--- config.mk ---
export PLATFORM = sky130hd
export DESIGN_NAME = tlk2711_rx_buf_sched
export DESIGN_NICKNAME = d
export VERILOG_FILES = /design/src/rtl/tlk2711_rx_buf_sched.sv
export SDC_FILE = /design/constraint.sdc
export NUM_CORES = 1
export LEC_CHECK = 0
export CAP_MARGIN = 5
export CELL_PAD_IN_SITES_DETAIL_PLACEMENT = 1
export CELL_PAD_IN_SITES_GLOBAL_PLACEMENT = 2
export CORE_MARGIN = 4
export CORE_UTILIZATION = 34
export CTS_BUF_LIST = sky130_fd_sc_hd__clkbuf_2 sky130_fd_sc_hd__clkbuf_4 sky130_fd_sc_hd__clkbuf_8
export CTS_CLUSTER_DIAMETER = 150
export DETAILED_ROUTE_END_ITERATION = 6
export HOLD_SLACK_MARGIN = 0.05
export PLACE_DENSITY = 0.82
export REMOVE_ABC_BUFFERS = 1
export SLEW_MARGIN = 20
export SYNTH_ARGS = -nofsm -noshare
export SYNTH_HDL_FRONTEND = slang
export SYNTH_SLANG_ARGS = --single-unit
--- constraint.sdc ---
create_clock -name clk -period 10.85 [get_ports clk]
set_input_delay 2.17 -clock clk [delete_from_list [all_inputs] [get_ports clk]]
set_output_delay 2.17 -clock clk [all_outputs]
set_load 0.01 [all_outputs]
--- src/rtl/tlk2711_rx_buf_sched.sv ---
// TLK2711 RX buffer-ring scheduler: walks the RX link through NUM_BUF DDR frame
// buffers, hands full buffers to the host and recovers the link after sync loss.

module tlk2711_rx_buf_sched #(
    parameter int ADDR_WIDTH    = 32,
    parameter int NUM_BUF       = 4,
    parameter int BUF_IDX_W     = 2,
    parameter int DRAIN_TIMEOUT = 1024,
    parameter int SRST_CYCLES   = 4
) (
    input  logic                  clk,
    input  logic                  rst,
    input  logic                  i_enable,
    input  logic [ADDR_WIDTH-1:0] i_base_addr,
    input  logic [ADDR_WIDTH-1:0] i_buf_stride,
    input  logic [15:0]           i_frames_per_buf,
    input  logic                  i_buf_release,
    input  logic [BUF_IDX_W-1:0]  i_release_idx,
    input  logic                  i_rx_interrupt,
    input  logic                  i_loss_interrupt,
    input  logic                  i_fifo_empty,
    output logic                  o_rx_start,
    output logic [ADDR_WIDTH-1:0] o_rx_base_addr,
    output logic                  o_rx_fifo_rd,
    output logic                  o_soft_rst,
    output logic                  o_buf_done,
    output logic [BUF_IDX_W-1:0]  o_buf_done_idx,
    output logic [BUF_IDX_W-1:0]  o_cur_idx,
    output logic [NUM_BUF-1:0]    o_buf_busy,
    output logic [15:0]           o_drop_cnt,
    output logic [15:0]           o_loss_cnt,
    output logic [2:0]            o_state
);

    localparam int DT_W = (DRAIN_TIMEOUT > 1) ? $clog2(DRAIN_TIMEOUT) : 1;
    localparam int SR_W = (SRST_CYCLES > 1) ? $clog2(SRST_CYCLES) : 1;

    typedef enum logic [2:0] {
        ST_IDLE  = 3'd0,
        ST_START = 3'd1,
        ST_RUN   = 3'd2,
        ST_DRAIN = 3'd3,
        ST_SRST  = 3'd4
    } state_t;

    state_t                state;
    logic [BUF_IDX_W-1:0]  idx;
    logic [15:0]           frame_cnt;
    logic [NUM_BUF-1:0]    busy;
    logic [DT_W-1:0]       drain_timer;
    logic [SR_W-1:0]       srst_timer;
    logic [15:0]           drop_cnt;
    logic [15:0]           loss_cnt;

    logic [ADDR_WIDTH-1:0] base_r;
    logic [ADDR_WIDTH-1:0] stride_r;
    logic [15:0]           fpb_r;

    logic [BUF_IDX_W-1:0]  next_idx;
    logic [NUM_BUF-1:0]    rel_mask;
    logic [NUM_BUF-1:0]    set_mask;
    logic                  frame_last;
    logic                  next_free;
    logic                  take_buf;

    function automatic logic [15:0] sat_inc16(input logic [15:0] v);
        return (v == 16'hFFFF) ? v : v + 16'd1;
    endfunction

    // A release of the next buffer in the same cycle as the last frame counts as free.
    always_comb begin
        next_idx   = (idx == BUF_IDX_W'(NUM_BUF - 1)) ? '0 : idx + BUF_IDX_W'(1);
        rel_mask   = '0;
        if (i_buf_release)
            rel_mask[i_release_idx] = 1'b1;
        next_free  = ~busy[next_idx] | rel_mask[next_idx];
        frame_last = ({1'b0, frame_cnt} + 17'd1) >= {1'b0, fpb_r};
        take_buf   = (state == ST_RUN) && i_enable && !i_loss_interrupt &&
                     i_rx_interrupt && frame_last && next_free;
        set_mask   = '0;
        if (take_buf)
            set_mask[idx] = 1'b1;
    end

    // Configuration is sampled once per enable; fpb of 0 behaves as 1.
    always_ff @(posedge clk) begin
        if (state == ST_IDLE && i_enable) begin
            base_r   <= i_base_addr;
            stride_r <= i_buf_stride;
            fpb_r    <= (i_frames_per_buf == 16'd0) ? 16'd1 : i_frames_per_buf;
        end
    end

    always_ff @(posedge clk) begin
        if (rst) begin
            state          <= ST_IDLE;
            idx            <= '0;
            frame_cnt      <= '0;
            busy           <= '0;
            drain_timer    <= '0;
            srst_timer     <= '0;
            drop_cnt       <= '0;
            loss_cnt       <= '0;
            o_rx_start     <= 1'b0;
            o_rx_base_addr <= '0;
            o_rx_fifo_rd   <= 1'b0;
            o_soft_rst     <= 1'b0;
            o_buf_done     <= 1'b0;
            o_buf_done_idx <= '0;
        end else begin
            o_rx_start   <= 1'b0;
            o_rx_fifo_rd <= 1'b0;
            o_buf_done   <= 1'b0;
            busy         <= (busy & ~rel_mask) | set_mask;

            case (state)
                ST_IDLE: begin
                    if (i_enable)
                        state <= ST_START;
                end

                ST_START: begin
                    frame_cnt <= '0;
                    if (i_loss_interrupt) begin
                        drain_timer <= '0;
                        state       <= ST_DRAIN;
                    end else begin
                        o_rx_start     <= 1'b1;
                        o_rx_base_addr <= base_r + ADDR_WIDTH'(idx) * stride_r;
                        state          <= ST_RUN;
                    end
                end

                ST_RUN: begin
                    if (!i_enable) begin
                        state <= ST_IDLE;
                    end else if (i_loss_interrupt) begin
                        frame_cnt   <= '0;
                        drain_timer <= '0;
                        state       <= ST_DRAIN;
                    end else if (i_rx_interrupt) begin
                        if (!frame_last) begin
                            frame_cnt <= frame_cnt + 16'd1;
                        end else if (take_buf) begin
                            o_buf_done     <= 1'b1;
                            o_buf_done_idx <= idx;
                            idx            <= next_idx;
                            state          <= ST_START;
                        end else begin
                            // Host still owns the next buffer: rewrite the current one.
                            drop_cnt <= sat_inc16(drop_cnt);
                            state    <= ST_START;
                        end
                    end
                end

                ST_DRAIN: begin
                    o_rx_fifo_rd <= ~i_fifo_empty;
                    if (i_fifo_empty || drain_timer == DT_W'(DRAIN_TIMEOUT - 1)) begin
                        srst_timer <= '0;
                        o_soft_rst <= 1'b1;
                        state      <= ST_SRST;
                    end else begin
                        drain_timer <= drain_timer + DT_W'(1);
                    end
                end

                ST_SRST: begin
                    if (srst_timer == SR_W'(SRST_CYCLES - 1)) begin
                        o_soft_rst <= 1'b0;
                        loss_cnt   <= sat_inc16(loss_cnt);
                        state      <= ST_START;
                    end else begin
                        srst_timer <= srst_timer + SR_W'(1);
                    end
                end

                default: state <= ST_IDLE;
            endcase
        end
    end

    assign o_cur_idx  = idx;
    assign o_buf_busy = busy;
    assign o_drop_cnt = drop_cnt;
    assign o_loss_cnt = loss_cnt;
    assign o_state    = state;

endmodule

* Yosys cells after proc, flatten, opt, wreduce, memory -nomap -nowiden *
Cells that the tools add are included.

word-level totals
  register bits = 187
  latch bits = 0
  output and inout port bits = 79
  logic and storage cells = 131
  memory bits (read-only) = 0
  memories = 0
  bits in writable memories = 0
  bits of input ports = 89

cells by class
  muxes and demuxes = 37
  reduce and logical (&&, ||, !) cells = 27
  add/subtract/negate cells = 8
  eq/ne operators = 19
  shift operators = 0
  bitwise logic cells = 16
  div/mod/pow operators = 0
  order comparisons = 6
  $mul = 1

operator list
  cell                                                         count
  two-way mux 16 bit                                           4
  adder 16 x 1 -> 16 bit (second input constant)               3
  adder 32 bit                                                 1
  == test 16 bit (second input constant)                       2
  multiplier 2 x 32 -> 32 bit                                  1
  one-hot mux 16 bit (2 select lines)                          1
  two-way mux 10 bit                                           3
  one-hot mux 10 bit (3 select lines)                          1
  two-way mux 3 bit                                            7
  adder 16 x 1 -> 17 bit (second input constant)               1
  greater-or-equal comparator 17 x 16 -> 1 bit                 1
  logical NOT 16 bit                                           1
  one-hot mux 3 bit (5 select lines)                           1
  != test 2 bit (second input constant)                        6
  inverter 1 bit                                               12
  AND reduction 3 bit                                          4
  adder 10 x 1 -> 10 bit (second input constant)               1
  == test 10 bit (second input constant)                       1
  less-than comparator 2 x 3 -> 1 bit (second input constant)  3
  two-way mux 1 bit                                            9
  logical AND 1 bit                                            8
  two-way mux 4 bit                                            2
  != test 4 bit (second input constant)                        2
  AND reduction 7 bit                                          1
  27 further kinds                                             38

* Depth between registers and ports, before layout *
  word-level depth = 11
  depth in mapped cells = 17
  mapped depth without buffers = 15

* Worst setup path before layout *
No wires, ideal clock.

  kind = input-to-reg
  start = in i_enable
  end = reg base_r[0], enable pin
  arrival = 7653 ps
  path buffers = 0
  setup time = 617 ps
  slack = 2580 ps
  required time = 10233 ps
  cell stages on the path = 2
  path through = nand2b_1 nor3_1

between the ends
  longest elaborated chain between the ends = 1

RTL lines
  item                  line  source
  from (decl)           13    input logic i_enable,
  logical AND 1 bit     87    if (state == ST_IDLE && i_enable) begin
  to (signal assigned)  88    base_r <= i_base_addr;
  to (decl)             55    logic [ADDR_WIDTH-1:0] base_r;

Every way passes these cells.
A chain may end at the register's enable or synchronous reset.

* Worst setup path in the final report *
  start = reg frame_cnt[0]
  end = reg frame_cnt[6]

between the ends
  longest elaborated chain between the ends = 6
  elaborated cells on any way between the ends = 10
  classes of those cells = add/sub (2); order compare (1); eq/ne (1); mux (5); reduce/logical (1)

RTL lines
  item                                                            line  source
  from (decl)                                                     48    logic [15:0] frame_cnt;
  from (signal assigned)                                          143   frame_cnt <= frame_cnt + 16'd1;
  branches (longest 6 deep; another with adder 16 x 1 -> 17 bit)  n/a

Parallel ways; which one is timed is not known. The select of a mux whose other input is x is not followed.

==> impl_metrics.json <==
{
  "grt_setup_unrepaired": "false",
  "grt_max_degree": 65,
  "postLayoutCoreUtil": 0.422,
  "cp_data_required_time_ns": 11.28,
  "insertion_delay_ns": 0.50,
  "clock.fmax_mhz": 224,
  "place.detailed.hpwl_um": 20200,
  "min_delay_path_depth": 2,
  "worst_path_max_delay_cell": "sky130_fd_sc_hd__o31a_1",
  "met3_length_um": 1580,
  "largest_vdd_supply_drop_uv": 68.3,
  "powerDensity_mw_per_mm2": 114,
  "design.final.nets": 1458,
  "totalWireLength_um": 27500,
  "finalSetupViolations": 0,
  "max_stage_delay_ns": 0.60,
  "worst-endpoint-arrival_ns": 4.90,
  "diodes": 0,
  "max_slew_headroom": 0.400,
  "detail_route.vias_per_cell": 5.05,
  "ys_ff_latch": 187,
  "clock-root-buffer": "sky130_fd_sc_hd__clkbuf_8",
  "wire_length_on_met2_um": 13300,
  "leakagePower_nw": 5.16,
  "cts_inserted_buffers": 17,
  "multiInputGateArea_mm2": 0.00531,
  "setup-tns-final_ns": 0,
  "filler_cell_count": 3548,
  "netlist-cell-type-count": 58,
  "drc_violations_left": 0,
  "port-buffer-count": 167,
  "grt_pass1_vias": 9068,
  "ys_async_sr_fraction": 0,
  "timing.hold.worst.class": "reg -> reg",
  "start_util": 0.345,
  "routed_antenna_nets": 0,
  "clock_sinks": 187,
  "grt_antenna_before_repair": 6,
  "setup.worst_path.end_class": "flip-flop",
  "clock-skew-final_ns": 0.0159,
  "chipHeight_um": 184,
  "outcome": "completed",
  "worstSetupStartpointType": "flip-flop",
  "synth_sequential_area_ratio": 0.431,
  "synthesis.area_mm2": 0.0106,
  "globalplace.congestion": 0.805,
  "path_class": "reg -> reg",
  "floorplan.die.width_um": 184,
  "average_wire_per_standard_cell_um": 16.3,
  "synth-edff-count": 80,
  "synth_area_per_cell_um2": 9.20,
  "ys_dominant_reg_cell": "sky130_fd_sc_hd__dfxtp_1",
  "pre_cts_slack_ns": 5.92,
  "cts-resized-gates": 0,
  "core.rowCount": 64,
  "drive_above_1_share": 0.0456,
  "top_layer_reached_by_signal_wires": "met5",
  "wl_met1_um": 12200,
  "cts_tree": "done",
  "wire_length_of_the_first_global_routing_pass_um": 45300,
  "ios": 168,
  "floorplan.die_area_mm2": 0.0339,
  "max_slew.worst_pin.slew_ns": 0.900,
  "globalRouteOverflowTotal": 0,
  "instance_area_after_placement_mm2": 0.0125,
  "crit_path_max_fanout": 17,
  "ys.warnings.count": 0,
  "vias": 8533,
  "seq_area_mm2": 0.00454,
  "design.core.area_mm2": 0.0306,
  "finalInstanceArea_mm2": 0.0129,
  "drt_iter0_markers": 358,
  "area_delta_synth_final_pct": 22.4,
  "finalCritPeriodShare": 0.412,
  "slew_violations": 0,
  "worstPathCellList": "ha_1 > and4_1 > and3_1 > and3_1 > nand3_1 > xnor2_1 > ha_1 > a21o_1 > a21oi_1 > o41ai_1 > a31oi_1 > o211ai_2 > o31a_1 > or4_1 > a21oi_1",
  "hold_viol_final": 0,
  "post_cts.repair.setup_buffers": 0,
  "post-route-worst-setup-slack_ns": 6.38,
  "drv_cap": 0,
  "cts_hold_buffers": 0,
  "syn_inst": 1147,
  "grt_util_all_layers": 0.165,
  "cts_buffer_depth": 2,
  "drt_pass1_iterations": 4,
  "clk_transition_reported_paths_ns": 0.10,
  "number_of_levels_in_the_clock_h_tree": 4,
  "reg2regPathDepth": 15,
  "final_period_minus_worst_setup_slack_ns": 4.47
}
-- worst max-delay path: cells and delay by family (launching register included) --
kind / cells / cell delay, ns
compound gates: 7 / 1.63
simple gates: 5 / 1.44
fa+ha+maj: 2 / 0.63
flops: 1 / 0.43
xor+xnor: 1 / 0.25
-- through the flow --
step / cells / power (mW) / hold WS (ns)
2_1_floorplan: 1089 / 0.908 / 0.447
3_3_place_gp: 1659 / 0.998 / 0.439
3_5_place_dp: 1659 / 1.00 / 0.447
4_1_cts: 1690 / 1.50 / 0.459
5_1_grt: 1690 / 1.55 / 0.491
6_report: 1690 / 1.47 / 0.456
-- metal layers --
metal / global-route usage / vias to the layer above
met1: 0.201 / 4129
li1: - / 4215
met2: 0.285 / 143
met5: 0 / -
met3: 0.0521 / 34
met4: 0.0405 / 12
-- cell usage after synthesis, drive strengths merged (15+ instances only) --
cell,instances,area [um2]
dfxtp,107,2140
nand2,146,548
clkbuf,51,191
xor2,33,289
fa,31,621
a21oi,87,435
a21o,21,158
nand4,25,156
nand3,44,230
o21ai,43,215
edfxtp,80,2400
nor3,18,95.1
xnor2,27,236
nor2,78,293
inv,122,458
and3,15,93.8
ha,56,701
-- cell usage in the layout (no fill, tap or decap), drive strengths merged, types with 11 or more instances in the layout --
| master | n |
|---|---|
| o21ai | 43 |
| and3 | 15 |
| nand4 | 25 |
| a21oi | 87 |
| xor2 | 33 |
| nand2 | 146 |
| xnor2 | 27 |
| nor3 | 18 |
| nand3 | 44 |
| clkdlybuf4s50 | 166 |
| inv | 125 |
| ha | 56 |
| dfxtp | 107 |
| nor2b | 12 |
| or3 | 11 |
| a21o | 21 |
| fa | 31 |
| edfxtp | 80 |
| clkbuf | 25 |
| nor2 | 78 |
-- area by class of cell --
class                           instances  share of cell area
Multi-Input combinational cell        780               0.411
Sequential cell                       187               0.352
Tap cell                              396              0.0384
Clock buffer                           25              0.0232
Inverter                              122              0.0355
Timing Repair Buffer                  174               0.133
Clock inverter                          6             0.00688
-- path summary, 6_finish.rpt --
path	slack, ns	start	endpoint
hold reg to reg	0.46	o_rx_base_addr[12]	o_rx_base_addr[12]
setup / recovery	6.38	frame_cnt[0]	frame_cnt[6]
setup reg to reg	6.38	frame_cnt[0]	frame_cnt[6]
hold / removal	0.46	o_rx_base_addr[12]	o_rx_base_addr[12]
-- kinds of logic (layout without fill, tap and decap cells) --
group,after synthesis,count (layout),share of synthesized area
AOI/OAI and AO/OA,218,218,0.128
muxes,11,11,0.0130
adders and majority gates,87,87,0.125
DFF,187,187,0.431
and+or+nand+nor,404,404,0.186
buffers and inverters,180,327,0.0667
xor gates and xnor gates,60,60,0.0498
-- report_power, final --
part           total, mW  internal (mW)  switching (mW)  leakage (nW)
Sequential         0.795          0.778          0.0172          1.62
Combinational      0.187         0.0804           0.107          3.33
Clock              0.485          0.229           0.256         0.207
Total               1.47           1.09           0.380          5.16
-- flip-flops by register name, summed over array words and instances (netlist names) --
register	flops
o_soft_rst	1
o_drop_cnt	16
drain_timer	10
o_buf_busy	4
o_rx_fifo_rd	1
fpb_r	16
o_rx_base_addr	32
frame_cnt	16
srst_timer	2
o_state	3
base_r	32
o_loss_cnt	16
o_cur_idx	2
o_buf_done_idx	2
o_buf_done	1
stride_r	32
o_rx_start	1
Power figures use the tool's default switching activity.
